## config.mk

```make
export PLATFORM = sky130hd
export DESIGN_NAME = adder_nb_seq
export DESIGN_NICKNAME = d
export VERILOG_FILES = /design/src/rtl/adder_nb_seq.sv
export SDC_FILE = /design/constraint.sdc
export NUM_CORES = 1
export LEC_CHECK = 0
export CORE_MARGIN = 10
export CORE_UTILIZATION = 40
export CTS_BUF_LIST = sky130_fd_sc_hd__clkbuf_8
export CTS_CLUSTER_SIZE = 8
export DETAILED_ROUTE_END_ITERATION = 10
export DONT_BUFFER_PORTS = 1
export MAX_ROUTING_LAYER = met4
export PLACE_DENSITY = 0.5
export SYNTH_ARGS = -nofsm -noshare
export SYNTH_HDL_FRONTEND = slang
export SYNTH_SLANG_ARGS = --single-unit
```

## constraint.sdc

```tcl
create_clock -name CLK -period 7.3 [get_ports CLK]
set_clock_uncertainty 0.05 [all_clocks]
set_input_delay 0.73 -clock CLK [delete_from_list [all_inputs] [get_ports CLK]]
set_output_delay 0.73 -clock CLK [all_outputs]
set_load 0.02 [all_outputs]
```

## src/rtl/adder_nb_seq.sv

```systemverilog
// adder_nb_seq: multi-cycle adder/subtractor that processes CHUNK bits per clock.
// Operands are latched on an accepted START. The carry is held in a register
// between chunks, so the combinational carry chain is only CHUNK bits long.
//
// state | meaning
// ------+-----------------------------------------------------------
// IDLE  | waiting for START; READY high, S/CO/OVF hold the last result
// BUSY  | one chunk per clock, chunk index in cnt_q; READY low
// DONE  | single-cycle result strobe; READY high, START accepted here
module adder_nb_seq #(
    parameter int WIDTH = 16,
    parameter int CHUNK = 4
) (
    input  logic             CLK,
    input  logic             RST,
    input  logic             START,
    input  logic [WIDTH-1:0] A,
    input  logic [WIDTH-1:0] B,
    input  logic             CI,
    input  logic             SUB,
    output logic             READY,
    output logic             DONE,
    output logic [WIDTH-1:0] S,
    output logic             CO,
    output logic             OVF
);

    localparam int N  = WIDTH / CHUNK;
    localparam int CW = (N > 1) ? $clog2(N) : 1;

    typedef enum logic [1:0] {
        ST_IDLE = 2'd0,
        ST_BUSY = 2'd1,
        ST_DONE = 2'd2
    } state_t;

    state_t           state_q, state_d;
    logic [CW-1:0]    cnt_q, cnt_d;
    logic [WIDTH-1:0] a_q, a_d;
    logic [WIDTH-1:0] b_q, b_d;
    logic             c_q, c_d;
    logic [WIDTH-1:0] s_q, s_d;
    logic             co_q, co_d;
    logic             ovf_q, ovf_d;
    logic             ready_q, ready_d;
    logic             done_q, done_d;

    logic [CHUNK-1:0] a_chunk;
    logic [CHUNK-1:0] b_chunk;
    logic [CHUNK:0]   chunk_sum;
    logic             carry_top;
    logic             accept;

    // Select the operand chunk addressed by cnt_q and add it with the stored carry.
    always_comb begin
        a_chunk = '0;
        b_chunk = '0;
        for (int i = 0; i < N; i++) begin
            if (cnt_q == CW'(i)) begin
                a_chunk = a_q[i*CHUNK +: CHUNK];
                b_chunk = b_q[i*CHUNK +: CHUNK];
            end
        end
        chunk_sum = {1'b0, a_chunk} + {1'b0, b_chunk} + (CHUNK+1)'(c_q);
        // Carry into the top bit of the chunk, recovered from its sum bit.
        carry_top = a_chunk[CHUNK-1] ^ b_chunk[CHUNK-1] ^ chunk_sum[CHUNK-1];
    end

    // Next-state and datapath update; subtraction is A + ~B + ~borrow.
    always_comb begin
        state_d = state_q;
        cnt_d   = cnt_q;
        a_d     = a_q;
        b_d     = b_q;
        c_d     = c_q;
        s_d     = s_q;
        co_d    = co_q;
        ovf_d   = ovf_q;
        accept  = START & ready_q;
        case (state_q)
            ST_IDLE, ST_DONE: begin
                if (accept) begin
                    a_d     = A;
                    b_d     = SUB ? ~B : B;
                    c_d     = SUB ? ~CI : CI;
                    cnt_d   = '0;
                    state_d = ST_BUSY;
                end else begin
                    state_d = ST_IDLE;
                end
            end
            ST_BUSY: begin
                for (int i = 0; i < N; i++) begin
                    if (cnt_q == CW'(i)) begin
                        s_d[i*CHUNK +: CHUNK] = chunk_sum[CHUNK-1:0];
                    end
                end
                c_d = chunk_sum[CHUNK];
                if (cnt_q == CW'(N - 1)) begin
                    co_d    = chunk_sum[CHUNK];
                    ovf_d   = carry_top ^ chunk_sum[CHUNK];
                    state_d = ST_DONE;
                end else begin
                    cnt_d = cnt_q + CW'(1);
                end
            end
            default: begin
                state_d = ST_IDLE;
            end
        endcase
        ready_d = (state_d != ST_BUSY);
        done_d  = (state_d == ST_DONE);
    end

    // State, operand and result registers with asynchronous clear.
    always_ff @(posedge CLK or posedge RST) begin
        if (RST) begin
            state_q <= ST_IDLE;
            cnt_q   <= '0;
            a_q     <= '0;
            b_q     <= '0;
            c_q     <= 1'b0;
            s_q     <= '0;
            co_q    <= 1'b0;
            ovf_q   <= 1'b0;
            ready_q <= 1'b1;
            done_q  <= 1'b0;
        end else begin
            state_q <= state_d;
            cnt_q   <= cnt_d;
            a_q     <= a_d;
            b_q     <= b_d;
            c_q     <= c_d;
            s_q     <= s_d;
            co_q    <= co_d;
            ovf_q   <= ovf_d;
            ready_q <= ready_d;
            done_q  <= done_d;
        end
    end

    assign READY = ready_q;
    assign DONE  = done_q;
    assign S     = s_q;
    assign CO    = co_q;
    assign OVF   = ovf_q;

endmodule

```

After elaboration in Yosys (flattened, before gate mapping):

Cells that the tools add are included.

* bits of input ports: 37
* register bits after elaboration: 57

* mux-type cells: 18
* bitwise logic cells: 6
* eq/ne operators: 9
* reduce and logical (&&, ||, !) cells: 11
* $add $sub $neg: 3

Operators with widths (number)
* 4-bit 2-to-1 mux: 8
* 16-bit 2-to-1 mux: 1
* 16-bit inverter: 1
* 2-bit AND reduction: 6
* 2-bit == test, second input constant: 4
* 2-bit case mux with 2 select lines: 2
* 2-bit 2-to-1 mux: 3
* 4-bit by 4-bit adder with 5-bit output: 1
* 5-bit by 1-bit adder with 5-bit output: 1
* 2-bit by 1-bit == test with 1-bit output, second input constant: 2
* 2-bit zero test: 2
* 2-bit inequality test, second input constant: 2
* 1-bit 2-to-1 mux: 3
* 3-bit AND reduction: 1
* 1-bit XOR: 3
* 2-bit by 1-bit adder with 2-bit output, second input constant: 1
* 2-bit by 1-bit inequality test with 1-bit output, second input constant: 1
* 1-bit case mux with 2 select lines: 1
* 2-bit nonzero test: 1
* 2-bit OR reduction: 1
* 1-bit AND: 1
* 1-bit inverter: 1

Longest topological paths before layout:

* depth after elaboration: 9
* mapped depth: 12
* gate-level depth less buffers: 12

Worst setup path after synthesis:

Ideal clock, no wire load.

* path kind: register -> register
* from: register cnt_q[0]
* to: register ovf_q (netlist: OVF)
* stages on the path, launching flop included: 13
* arrival time: 2.585 ns
* path slack: 4.583 ns
* setup time: 0.083 ns
* buffers on the path: 1
* path through: dfrtp_1 -> inv_1 -> ha_1 -> buf_4 -> a221oi_1 -> nor3_1 -> a21oi_1 -> fa_1 -> fa_1 -> nand2b_1 -> o2bb2ai_1 -> xor2_1 -> o21ai_0

* longest elaborated chain between the ends: 9
* elaborated cells between the ends (all ways): 18

Ends and longest elaborated chain
* start: declaration: RTL line 38 `logic [CW-1:0] cnt_q, cnt_d;`
* start signal: assignment: RTL line 130 `cnt_q <= cnt_d;`
* 2-bit zero test: RTL line 59 `if (cnt_q == CW'(i)) begin`
* 4-bit 2-to-1 mux (4 in series): RTL line 59
* 4-bit by 4-bit adder with 5-bit output: RTL line 64 `chunk_sum = {1'b0, a_chunk} + {1'b0, b_chunk} + (CHUNK+1)'(c_q);`
* 5-bit by 1-bit adder with 5-bit output: RTL line 64
* 1-bit XOR: RTL line 66 `carry_top = a_chunk[CHUNK-1] ^ b_chunk[CHUNK-1] ^ chunk_sum[CHUNK-1];`
* 1-bit XOR: RTL line 101 `ovf_d = carry_top ^ chunk_sum[CHUNK];`
* end signal: assignment: RTL line 136 `ovf_q <= ovf_d;`
* end: declaration: RTL line 44 `logic ovf_q, ovf_d;`

Several ways; a longest one is shown, not always the timed one.
A chain may end at the register's enable or synchronous reset.

Final worst setup path:

* from: register cnt_q[1]
* to: register ovf_q (netlist: OVF)

Same word-level chain as after synthesis.

==> results.md <==
- Final setup TNS: 0 ps
- Static Leak: 1.32 nW
- Met2 routed WL: 2.44 mm
- Reg2Reg Depth: 11
- Syn_area_per_cell: 10.7 sq um
- Worst path depth: 11
- First-pass GRT wire length: 9.20 mm
- Endpoints failing setup: 0
- Synth Area in Adders: 0.0466
- Final #Nets: 301
- Post-route cell area: 2960 sq um
- Clk_lat worst skew: 330 ps
- VDD IR-drop max: 0.142 mV
- Routed wire per std cell: 16.7 um
- Max Transition Viols Final: 0
- Slew @ Worst Pin: 728 ps
- Crit. End Element: flop
- Outcome: finished, final reports clean
- Area growth syn-to-layout: 7.90%
- Ys Warns: 0
- Detail-routed via count per cell: 4.99
- DRT iter0 DRCs: 60
- Net Count, Synth: 302
- Post-synthesis simple-gate area fraction: 0.124
- RePlAce Congestion: 0.731
- CTS Sinks: 57
- Sequence of cells on the critical path: inv_1, ha_1, a221oi_1, nor3_1, a21oi_1, fa_1, fa_1, nand2b_1, o2bb2ai_1, xor2_1, o21ai_0
- Req. time, crit path: 7490 ps
- Final core occ: 0.440
- Min Tclk post-route: 3110 ps
- Die Wd: 103 um
- 1st-pass router iterations: 4
- Power Dens Cells: 523 nW/um^2
- Via Count: 1691
- Post_cts resized: 0
- Overflow after GRT: 0
- Worst hold slack: 422 ps
- # hold bufs at CTS: 0
- # IOs: 57
- Post-Syn Instances: 256
- CP max FO: 17
- Sequential area share after synthesis: 0.521
- RSZ-0062 raised after global routing: no
- Count of different cell masters after synthesis: 34
- TritonCTS Buffers: 9
- GRT Total Usage: 0.118
- CTS root buffer: clkbuf_8
- CP max stage cell: ha_1
- Remaining DRCs: 0
- Worst-path clk slew: 60 ps
- Worst relative slew slack: 0.515
- Final hold vios: 0
- Post-CTS Setup Bufs: 0
- HP Class: primary input to async pin
- Chip height: 103 um
- Vias in the first global route: 1762
- Crit Path Class: flop to flop
- Max cap viols: 0
- Initial antenna violation count: 0
- Main combinational cell family by area after synthesis: compound AO/OA/AOI/OAI gates
- Core Region: 6720 sq um
- Rows: 30
- ANT cells: 0
- Initial Util: 0.408
- Worst path most repeated cell: fa_1
- Crit path DAT: 3310 ps
- Mux share of post-synthesis cell area: 0.0699
- Period utilization: 0.427
- Met3 wire length: 340 um
- Maximum clock path buffer count: 2
- ANT nets after route: 0
- Largest delay share family, worst path: adder cells
- H-tree levels: 3
- Fmax: 321 MHz
- Share of layout cells above drive strength 1: 0.158
- Top Metal Used: met4
- Worst Setup Start Kind: flop
- Post-DP HPWL: 4.08 mm
- Cell Area, Synth: 2740 sq um
- Slowest stage delay, CP: 540 ps
- Compound-gate portion of the synthesized area: 0.130
- Yosys reg bits: 57
- CTS tree: built
- Placed cell area: 2760 sq um
- Largest net degree at the start of global routing: 58
- PortBufs: 0
- Die area: 10600 sq um
- Xor-xnor portion of the synthesized cell area: 0.0667
- M1 WL: 2.78 mm
- Buf+Inv Stages, Crit Path: 1
- WL final: 5.65 mm
[cell usage after synthesis, drive strengths merged]
cell,instances,share of area
buf,9,0.026
and2b,1,0.0027
o221ai,1,0.0032
mux2,17,0.070
nand2b,2,0.0046
dfrtp,56,0.51
o21ai,40,0.074
nand2,48,0.067
a21oi,13,0.024
ha,7,0.032
a221oi,4,0.017
xor2,2,0.0064
nor2,2,0.0027
xnor2,18,0.060
o21a,1,0.0027
dfstp,1,0.0096
nand3b,5,0.018
fa,2,0.015
inv,7,0.0096
nor2b,8,0.018
a21o,2,0.0055
clkbuf,4,0.0055
o2bb2ai,1,0.0032
nor3,4,0.0091
nand3,1,0.0018
[where the power goes]
| group | leakage [nW] | total, W | internal [W] | switching [W] |
|---|---|---|---|---|
| Sequential | 0.707 | 0.000626 | 0.000469 | 0.000158 |
| Combinational | 0.504 | 0.000633 | 0.000270 | 0.000363 |
| Clock | 0.106 | 0.000287 | 0.000172 | 0.000115 |
[worst reg2reg max path: stages, from the launching register on]
cell and delay (ps):
dfrtp_1 400, inv_1 100, ha_1 540, a221oi_1 180, nor3_1 160, a21oi_1 80
fa_1 490, fa_1 410, nand2b_1 150, o2bb2ai_1 160, xor2_1 150, o21ai_0 150
[cell families after synthesis]
| kind of cell | count (synthesis) |
|---|---|
| and+or+nand+nor | 71 |
| adders and majority gates | 9 |
| DFF | 57 |
| buffers and inverters | 20 |
| AOI/OAI and AO/OA | 62 |
| xor gates and xnor gates | 20 |
| muxes | 17 |
[flip-flops by register name, summed over array words and instances, names as in the netlist]
signal / count
c_q: 1
READY: 1
b_q: 16
S: 16
OVF: 1
state_q: 2
DONE: 1
a_q: 16
cnt_q: 2
CO: 1
[cells in the final DEF, fill, tap and decap left out, types with 2 or more instances in the layout]
master	synthesis	final
dfrtp_1	56	56
nand2_1	47	47
o21ai_0	34	34
xnor2_1	17	17
mux2_2	17	17
a21oi_1	13	13
clkbuf_8	0	11
nor2b_1	8	8
inv_1	7	7
ha_1	7	7
o21ai_1	5	5
nand3b_1	4	4
nor3_1	3	3
nand2b_1	2	2
nor2_1	2	2
xor2_1	2	2
a221oi_1	2	2
a221oi_2	2	2
a21o_1	2	2
fa_1	2	2
clkinv_2	0	2
[metal layers]
layer,up-vias,global-route usage
met5,-,-
met4,0,0.0545
met3,7,0.0476
met2,41,0.158
met1,781,0.151
li1,862,-
[area by class of cell]
cell class                 count  area, sq um
clock buffer                  11          151
clock inverter                 4         43.8
sequential                    57         1430
timing repair buffer           1         7.51
fill                         637         3760
tap                           80          100
inverter                       7         26.3
multi-input combinational    179         1200
[path summary, 6_finish.rpt]
check	startpoint	end	slack, ps
worst max-delay path	cnt_q[1]$_DFFE_PP0P_	OVF$_DFFE_PP0P_	4190
worst min-delay path	RST	b_q[8]$_DFFE_PP0P_	420
worst max register to register	cnt_q[1]$_DFFE_PP0P_	OVF$_DFFE_PP0P_	4190
worst min register to register	b_q[14]$_DFFE_PP0P_	b_q[14]$_DFFE_PP0P_	440
max in group asynchronous	RST	DONE$_DFF_PP0_	6270
min in group CLK	b_q[14]$_DFFE_PP0P_	b_q[14]$_DFFE_PP0P_	440
[metrics by stage]
step,std cells,setup slack [ps],total power (W)
5_1_grt,339,3890,0.00169
4_1_cts,339,4140,0.00159
2_1_floorplan,256,4580,0.00112
3_5_place_dp,324,4150,0.00129
6_report,339,4190,0.00155
3_3_place_gp,324,4260,0.00128
(Power assumes the default switching activity.)
